$ cat config.mk
export PLATFORM = sky130hd
export DESIGN_NAME = dm_arbiter
export DESIGN_NICKNAME = d
export VERILOG_FILES = /design/src/rtl/dm_arbiter_pkg.sv /design/src/rtl/dm_arbiter_rr_pick.sv /design/src/rtl/dm_arbiter.sv
export SDC_FILE = /design/constraint.sdc
export NUM_CORES = 1
export LEC_CHECK = 0
export CORE_ASPECT_RATIO = 1.5
export CORE_MARGIN = 10
export CORE_UTILIZATION = 46
export CTS_BUF_LIST = sky130_fd_sc_hd__clkbuf_4 sky130_fd_sc_hd__clkbuf_8
export CTS_CLUSTER_DIAMETER = 150
export DETAILED_ROUTE_END_ITERATION = 8
export PLACE_DENSITY = 0.89
export SKIP_LAST_GASP = 1
export SLEW_MARGIN = 20
export SYNTH_ARGS = -nofsm -noshare
export SYNTH_HDL_FRONTEND = slang
export SYNTH_SLANG_ARGS = --single-unit
$ cat constraint.sdc
create_clock -name clk -period 4.5 [get_ports clk]
set_input_delay 0.9 -clock clk [delete_from_list [all_inputs] [get_ports clk]]
set_output_delay 0.9 -clock clk [all_outputs]
set_load 0.005 [all_outputs]
$ cat src/rtl/dm_arbiter_pkg.sv
// Shared definitions for the dm_4k two-port arbiter:
// FSM encodings and default bus widths.
package dm_arbiter_pkg;

    localparam int DM_AW = 10;
    localparam int DM_DW = 32;

    typedef enum logic [1:0] {
        IDLE = 2'd0,
        GNT0 = 2'd1,
        GNT1 = 2'd2,
        RESP = 2'd3
    } state_t;

    function automatic logic is_gnt(input state_t s);
        return (s == GNT0) || (s == GNT1);
    endfunction

endpackage

$ cat src/rtl/dm_arbiter_rr_pick.sv
// Two-way round-robin pick: on a tie the port
// that was not granted last wins.
module rr_pick (
    input  logic req0,
    input  logic req1,
    input  logic last_gnt,
    output logic gnt_valid,
    output logic gnt_sel
);

    assign gnt_valid = req0 | req1;
    assign gnt_sel   = (req0 & req1) ? ~last_gnt : req1;

endmodule

$ cat src/rtl/dm_arbiter.sv
// Arbitrates CPU (port 0) and DMA/debug (port 1)
// accesses onto a single dm_4k memory.
module dm_arbiter
    import dm_arbiter_pkg::*;
#(
    parameter int AW = DM_AW,
    parameter int DW = DM_DW
) (
    input  logic          clk,
    input  logic          rst,
    input  logic          req0,
    input  logic          we0,
    input  logic [AW-1:0] addr0,
    input  logic [3:0]    be0,
    input  logic [DW-1:0] wd0,
    output logic          ack0,
    output logic [DW-1:0] rd0,
    input  logic          req1,
    input  logic          we1,
    input  logic [AW-1:0] addr1,
    input  logic [3:0]    be1,
    input  logic [DW-1:0] wd1,
    output logic          ack1,
    output logic [DW-1:0] rd1,
    output logic [AW-1:0] mem_addr,
    output logic [3:0]    mem_be,
    output logic [DW-1:0] mem_wd,
    output logic          mem_we,
    input  logic [DW-1:0] mem_rd
);

    state_t        state_q, state_d;
    logic          last_q, last_d;
    logic          cap_we_q, cap_we_d;
    logic [AW-1:0] cap_addr_q, cap_addr_d;
    logic [3:0]    cap_be_q, cap_be_d;
    logic [DW-1:0] cap_wd_q, cap_wd_d;
    logic          ack0_q, ack0_d;
    logic          ack1_q, ack1_d;
    logic [DW-1:0] rd0_q, rd0_d;
    logic [DW-1:0] rd1_q, rd1_d;
    logic          pick_req0, pick_req1;
    logic          gnt_valid, gnt_sel;
    logic          in_gnt;

    // In RESP the port just served is masked out
    assign pick_req0 = req0 & !(state_q == RESP && !last_q);
    assign pick_req1 = req1 & !(state_q == RESP && last_q);

    rr_pick u_pick (
        .req0      (pick_req0),
        .req1      (pick_req1),
        .last_gnt  (last_q),
        .gnt_valid (gnt_valid),
        .gnt_sel   (gnt_sel)
    );

    always_comb begin
        state_d    = state_q;
        last_d     = last_q;
        cap_we_d   = cap_we_q;
        cap_addr_d = cap_addr_q;
        cap_be_d   = cap_be_q;
        cap_wd_d   = cap_wd_q;
        ack0_d     = 1'b0;
        ack1_d     = 1'b0;
        rd0_d      = rd0_q;
        rd1_d      = rd1_q;
        unique case (state_q)
            IDLE, RESP: begin
                if (gnt_valid) begin
                    state_d    = gnt_sel ? GNT1 : GNT0;
                    last_d     = gnt_sel;
                    cap_we_d   = gnt_sel ? we1 : we0;
                    cap_addr_d = gnt_sel ? addr1 : addr0;
                    cap_be_d   = gnt_sel ? be1 : be0;
                    cap_wd_d   = gnt_sel ? wd1 : wd0;
                end else begin
                    state_d = IDLE;
                end
            end
            GNT0: begin
                rd0_d   = mem_rd;
                ack0_d  = 1'b1;
                state_d = RESP;
            end
            GNT1: begin
                rd1_d   = mem_rd;
                ack1_d  = 1'b1;
                state_d = RESP;
            end
            default: state_d = IDLE;
        endcase
    end

    always_ff @(posedge clk or negedge rst) begin
        if (!rst) begin
            state_q    <= IDLE;
            last_q     <= 1'b1;
            cap_we_q   <= 1'b0;
            cap_addr_q <= '0;
            cap_be_q   <= '0;
            cap_wd_q   <= '0;
            ack0_q     <= 1'b0;
            ack1_q     <= 1'b0;
            rd0_q      <= '0;
            rd1_q      <= '0;
        end else begin
            state_q    <= state_d;
            last_q     <= last_d;
            cap_we_q   <= cap_we_d;
            cap_addr_q <= cap_addr_d;
            cap_be_q   <= cap_be_d;
            cap_wd_q   <= cap_wd_d;
            ack0_q     <= ack0_d;
            ack1_q     <= ack1_d;
            rd0_q      <= rd0_d;
            rd1_q      <= rd1_d;
        end
    end

    assign in_gnt   = is_gnt(state_q);
    assign mem_addr = cap_addr_q;
    assign mem_wd   = cap_wd_q;
    assign mem_be   = in_gnt ? cap_be_q : 4'h0;
    assign mem_we   = in_gnt & cap_we_q;

    assign ack0 = ack0_q;
    assign ack1 = ack1_q;
    assign rd0  = rd0_q;
    assign rd1  = rd1_q;

endmodule

==> summary.md, run 1 <==
| Metric | Value |
|---|---|
| HPWL after DPL | `12860 microns` |
| Worst path max stage delay | `0.56 ns` |
| Reg2Reg Depth | `6` |
| Most common cell in the netlist | `dfrtp_1` |
| Number of synthesized flops with an enable pin | `0` |
| Cells after Synth | `377` |
| Power per cell area | `715.5 nW/um^2` |
| GR Util met1 | `19.51%` |
| CTS tree | `built` |
| Hold Vio Cnt, Final | `0` |
| Reg-to-Reg Start | `state_q[0]` |
| Hold path depth | `1` |
| DR pass1 iterations | `4` |
| Period utilisation layout | `65.06%` |
| Rel. slew slack | `53.68%` |
| Drt drc | `0` |
| Yosys Warn Count | `0` |
| CTS Buf Count | `17` |
| Final worst path period need | `2.928 ns` |
| Cells after DPL | `741` |
| Crit path cell chain | `inv_1 > ha_1 > nor2b_1 > clkdlybuf4s50_1` |
| Hold buffers post-CTS | `0` |
| Netlist cell types | `20` |
| Critical path launch point type | `flop` |
| Vias | `4117` |
| Diodes inserted | `0` |
| Synth area leaders | `dfrtp_1 55%, mux2_2 24%, a32o_1 9.0%` |
| Delay-heaviest family, CP | `buffers and inverters` |
| Status | `completed` |
| Root Buffer | `clkbuf_8` |
| CORE AREA | `11060 sq um` |
| R2R Setup Slk | `1.93 ns` |
| Fin nets | `747` |
| Postcts setup bufs | `0` |
| Total GRT Usage | `20.73%` |
| Largest net degree at the start of global routing | `54` |
| GR Layer Usage met2 | `37.67%` |
| CP arrival | `2.03 ns` |
| Clk slew on worst S/H paths | `0.06 ns` |
| RSZ-0062 raised after global routing | `false` |
| Layout Cells excl Fill | `773` |
| Finish-stage setup viols | `0` |
| IO Port Bufs | `242` |
| FP Rows | `47` |
| Area of the die | `16090 sq um` |
| VDD IR max | `0.4452 mV` |
| Layout area overhead | `58.26%` |
| Gr busiest metal | `met2` |
| Routing usage on met3 | `8.515%` |
| Static Leak | `3.356 nW` |
| Setup TNS | `0 ns` |
| Synth Flop Type | `dfrtp_1` |
| Number of global-route vias before repair | `4557` |
| Clock Path Buffers | `2` |
| RePlAce Congestion | `0.7933` |
| Worst EP required | `3.60 ns` |
| Max Slew Vio Count | `0` |
| Worst r2r dst | `mem_wd[0]` |
| Die height | `150.5 microns` |
| Worst-path fanout max | `8` |
| Worst hold start | `cap_be_q[1]` |
| Bufs and invs on worst path | `2` |
| DIE WIDTH | `107.0 microns` |
| Synth Register Bits | `116` |
| Post-cts sizing count | `0` |
| Gr ovfl total | `0` |
| Yosys top cell area share | `55.14%` |
| Area of the mapped netlist | `5219 sq um` |
| Largest family of logic cells by synthesized area | `multiplexers` |
| Sequential share of the synthesized area | `55.65%` |
| Multiplexer share of the synthesized area | `24.14%` |
| First-pass GRT wire length | `25650 microns` |
| Synth cell count leaders | `115 x dfrtp_1, 111 x mux2_2, 47 x a32o_1, 47 x and2_1, 18 x clkbuf_1` |
| Wire per inst | `22.09 microns` |
| Adder-cell share of the synthesized area | `0.7193%` |
| Syn_nets | `510` |
| IO Count | `243` |
| Hold Path End | `cap_be_q[1]` |
| Simple-Gate Fraction of Synth Area | `6.881%` |
| Final Skew | `0.006547 ns` |
| Fmax | `341.6 MHz` |
| Max-Cap Viols | `0` |
| Initial DRC Count | `91` |
| Via/cell ratio | `5.326` |
| Cell taking the most area after synthesis | `dfrtp_1` |
| Initial antenna violation count | `0` |
| Layout cell share with drive strength beyond 1 | `24.92%` |
| Crit. End Element | `output port` |
| Xor and xnor area share after synthesis | `0%` |
| Htree depth | `4` |
| Slowest stage cell, crit path | `clkdlybuf4s50_1` |
| Compound-cell area share of the yosys netlist | `9.422%` |
| Tightest Hold Check Type | `reg2reg` |
| Critical path class | `reg2out` |
| Worst slew pin tran | `0.6949 ns` |
| Routed Antenna Nets | `0` |
| Clock sink count | `116` |
| Asr flop ratio synth | `100.0%` |
| Clk Latency, worst-skew pair | `0.42 ns` |
| Syn avg cell area | `13.84 sq um` |
| Routed WL | `17070 microns` |
| Initial Util | `47.20%` |
[logic make-up after synthesis]
logic type	count (synthesis)
and+or+nand+nor	59
buffers and inverters	36
DFF	116
AOI/OAI and AO/OA	51
adders and majority gates	3
muxes	112
[state kept, by name (all words and copies together), names as in the netlist]
name,cells
ack0,1
ack1,1
cap_be_q,4
cap_we_q,1
last_q,1
mem_addr,10
mem_wd,32
rd0,32
rd1,32
state_q,2
[layout by cell type (no fill, tap or decap), types with 4 or more instances in the layout]
master | Yosys | layout
clkdlybuf4s50_1 | 0 | 241
dfrtp_1 | 115 | 115
mux2_2 | 111 | 111
and2_1 | 47 | 47
a32o_1 | 47 | 47
clkbuf_8 | 0 | 22
buf_4 | 1 | 9
nor2b_1 | 5 | 5
bufinv_16 | 0 | 5
nand2_1 | 4 | 4
[metrics by stage]
stage               worst slack [ns]  cell area [sq um]  util, %  power [mW]  hold slack, ns
detailed placement             1.347               7756    70.16       4.795          0.4882
global route                   1.455               8259    74.71       6.244          0.5121
finish                         1.572               8259    74.71       5.909          0.5005
global placement               1.415               7756    70.16       4.666          0.4837
CTS                            1.530               8232    74.46       5.960          0.5021
floorplan                      2.311               5219        -       3.199          0.4599
[power breakdown]
group	switching [mW]	internal [mW]	total (mW)
clock	0.405	0.729	1.13
sequential	0.287	1.60	1.88
combinational	1.07	1.83	2.89
total	1.76	4.15	5.91
[layout make-up]
class / count / area [sq um]
sequential: 116 / 2904
fill: 776 / 2796
timing repair buffer: 251 / 2507
multi-input combinational: 225 / 2177
clock buffer: 22 / 302.8
tap: 147 / 183.9
clock inverter: 9 / 172.7
inverter: 3 / 11.26
[metal layers]
metal | part of all wire (%) | vias to the layer above | wire length [microns]
met1 | 34 | 2045 | 5747
li1 | - | 1859 | -
met2 | 55 | 176 | 9393
met4 | 3.6 | 0 | 617
met3 | 7.7 | 37 | 1314
met5 | 0 | - | 0
[worst max path at each step]
| stage | slack [ns] | start | cells past startpoint | to |
|---|---|---|---|---|
| floorplan | 2.31 | req0 | 5 | mem_addr[6] |
| global placement | 1.41 | req0 | 5 | mem_addr[6] |
| detailed placement | 1.35 | req1 | 5 | mem_addr[5] |
| CTS | 1.53 | state_q[0] | 4 | mem_be[1] |
| global route | 1.45 | state_q[0] | 4 | mem_be[1] |
| finish | 1.57 | state_q[0] | 4 | mem_be[1] |
[worst reg2reg max path, cell delays in order (launching register included)]
cell and delay (ns):
dfrtp_1 0.38, inv_1 0.05, ha_1 0.44, o21ai_0 0.22, a31oi_4 0.43, buf_4 0.51
mux2_2 0.43
Note: power is estimated with default switching activity, not from simulation.
==> inputs of run 2 (changes only) <==
CORE_UTILIZATION = 39   (was 46)
PLACE_DENSITY = 0.81   (was 0.89)
clock period = 2.4 ns   (was 4.5 ns; I/O delays follow)
==> summary.md, run 2 (synthesis results as in run 1) <==
| Metric | Value |
|---|---|
| R2R Setup Slk | `0.30 ns` |
| IO Port Bufs | `242` |
| DIE WIDTH | `114.5 microns` |
| Worst slew pin tran | `0.5623 ns` |
| Total GRT Usage | `17.47%` |
| Total power | `10.68 mW` |
| Finish-stage setup viols | `0` |
| Worst r2r dst | `mem_addr[7]` |
| Status | `completed` |
| Initial Util | `39.89%` |
| Setup slack at placement | `0.1207 ns` |
| Critical path launch point type | `flop` |
| Power per cell area | `1293 nW/um^2` |
| Gr ovfl total | `0` |
| Number of global-route vias before repair | `4618` |
| Wire per inst | `20.52 microns` |
| Hold_ws | `0.04240 ns` |
| Final worst path period need | `2.291 ns` |
| Worst-path fanout max | `8` |
| Initial DRC Count | `137` |
| Setup TNS | `0 ns` |
| Htree depth | `4` |
| Layout area overhead | `58.26%` |
| Routed Antenna Nets | `0` |
| Period utilisation layout | `95.47%` |
| Diodes inserted | `0` |
| Via/cell ratio | `5.165` |
| Hold Vio Cnt, Final | `0` |
| Post-route cell area | `8259 sq um` |
| Cells after DPL | `759` |
| RePlAce Congestion | `0.7812` |
| VDD IR max | `0.8842 mV` |
| Initial antenna violation count | `0` |
| Largest net degree at the start of global routing | `48` |
| RSZ-0062 raised after global routing | `false` |
| Max-Cap Viols | `0` |
| First-pass GRT wire length | `25630 microns` |
| Clock Path Buffers | `2` |
| FP Rows | `51` |
| Layout cell share with drive strength beyond 1 | `26.07%` |
| HPWL after DPL | `12310 microns` |
| IO Count | `243` |
| Die height | `161.7 microns` |
| Critical path class | `reg2out` |
| Drt drc | `0` |
| Most common cell after layout, fill and taps aside | `clkdlybuf4s50_1` |
| Area of the die | `18500 sq um` |
| Root Buffer | `clkbuf_8` |
| Hold buffers post-CTS | `0` |
| Fin nets | `753` |
| Fmax | `436.5 MHz` |
| Placed inst area | `7854 sq um` |
| Routed WL | `16250 microns` |
| Rel. slew slack | `62.52%` |
| Crit. End Element | `output port` |
| DR pass1 iterations | `4` |
| Static Leak | `3.370 nW` |
| Clock sink count | `116` |
| CTS Buf Count | `17` |
| Clk slew on worst S/H paths | `0.08 ns` |
| Final Skew | `0.01111 ns` |
| PnR worst setup slack | `0.1088 ns` |
| Worst EP required | `1.92 ns` |
| Tightest Hold Check Type | `in2async` |
| Vias | `4091` |
| Final Core Density | `63.14%` |
| CORE AREA | `13080 sq um` |
| Layout Cells excl Fill | `792` |
| Clk Latency, worst-skew pair | `0.43 ns` |
| Most frequent cells in the layout | `237 x clkdlybuf4s50_1, 115 x dfrtp_1, 111 x mux2_2` |
| Reg-to-Reg Start | `state_q[0]` |
| CTS tree | `built` |
| Max Slew Vio Count | `0` |
| Reg2Reg Depth | `6` |
| CP arrival | `1.81 ns` |
-- run 2: routing by layer --
layer,global-route usage [%],vias to the layer above,share of wire [%]
li1,-,1868,-
met1,17.37,2017,36
met2,30.05,187,52
met3,9.587,19,11
met4,5.543,0,1.6
met5,0,-,0
-- run 2: worst max-delay path by stage --
stage | start | end | slack (ns)
2_1_floorplan | state_q[0] | mem_wd[10] | 0.42
6_report | state_q[0] | mem_be[0] | 0.11
4_1_cts | state_q[0] | mem_we | 0.005
3_5_place_dp | req1 | cap_be_q[1] | 0.12
5_1_grt | state_q[0] | mem_be[0] | 0.02
3_3_place_gp | req1 | mem_wd[12] | 0.15
-- run 2: layout make-up --
class	count	area, sq um
clock buffer	17	234.0
clock inverter	15	146.4
fill	1005	4822
inverter	3	11.26
multi-input combinational	225	2192
sequential	116	2904
tap	159	198.9
timing repair buffer	257	2572
-- run 2: report_power, final --
part	total, mW	switching, mW	internal [mW]	leakage [nW]
Combinational	5.45	1.97	3.48	1.81
Sequential	3.51	0.517	2.99	1.38
Clock	1.72	0.876	0.843	0.182
Total	10.7	3.36	7.31	3.37
-- run 2: timing repair --
item,in CTS,in global routing
buffers inserted,1,0
resized for setup,4,3
pin swaps,0,0
setup endpoints to repair,5,3
-- run 2: critical path, stage by stage (launching register included) --
cell	delay (ns)
dfrtp_1	0.39
inv_1	0.10
ha_4	0.24
nor2b_2	0.13
clkdlybuf4s50_1	0.52
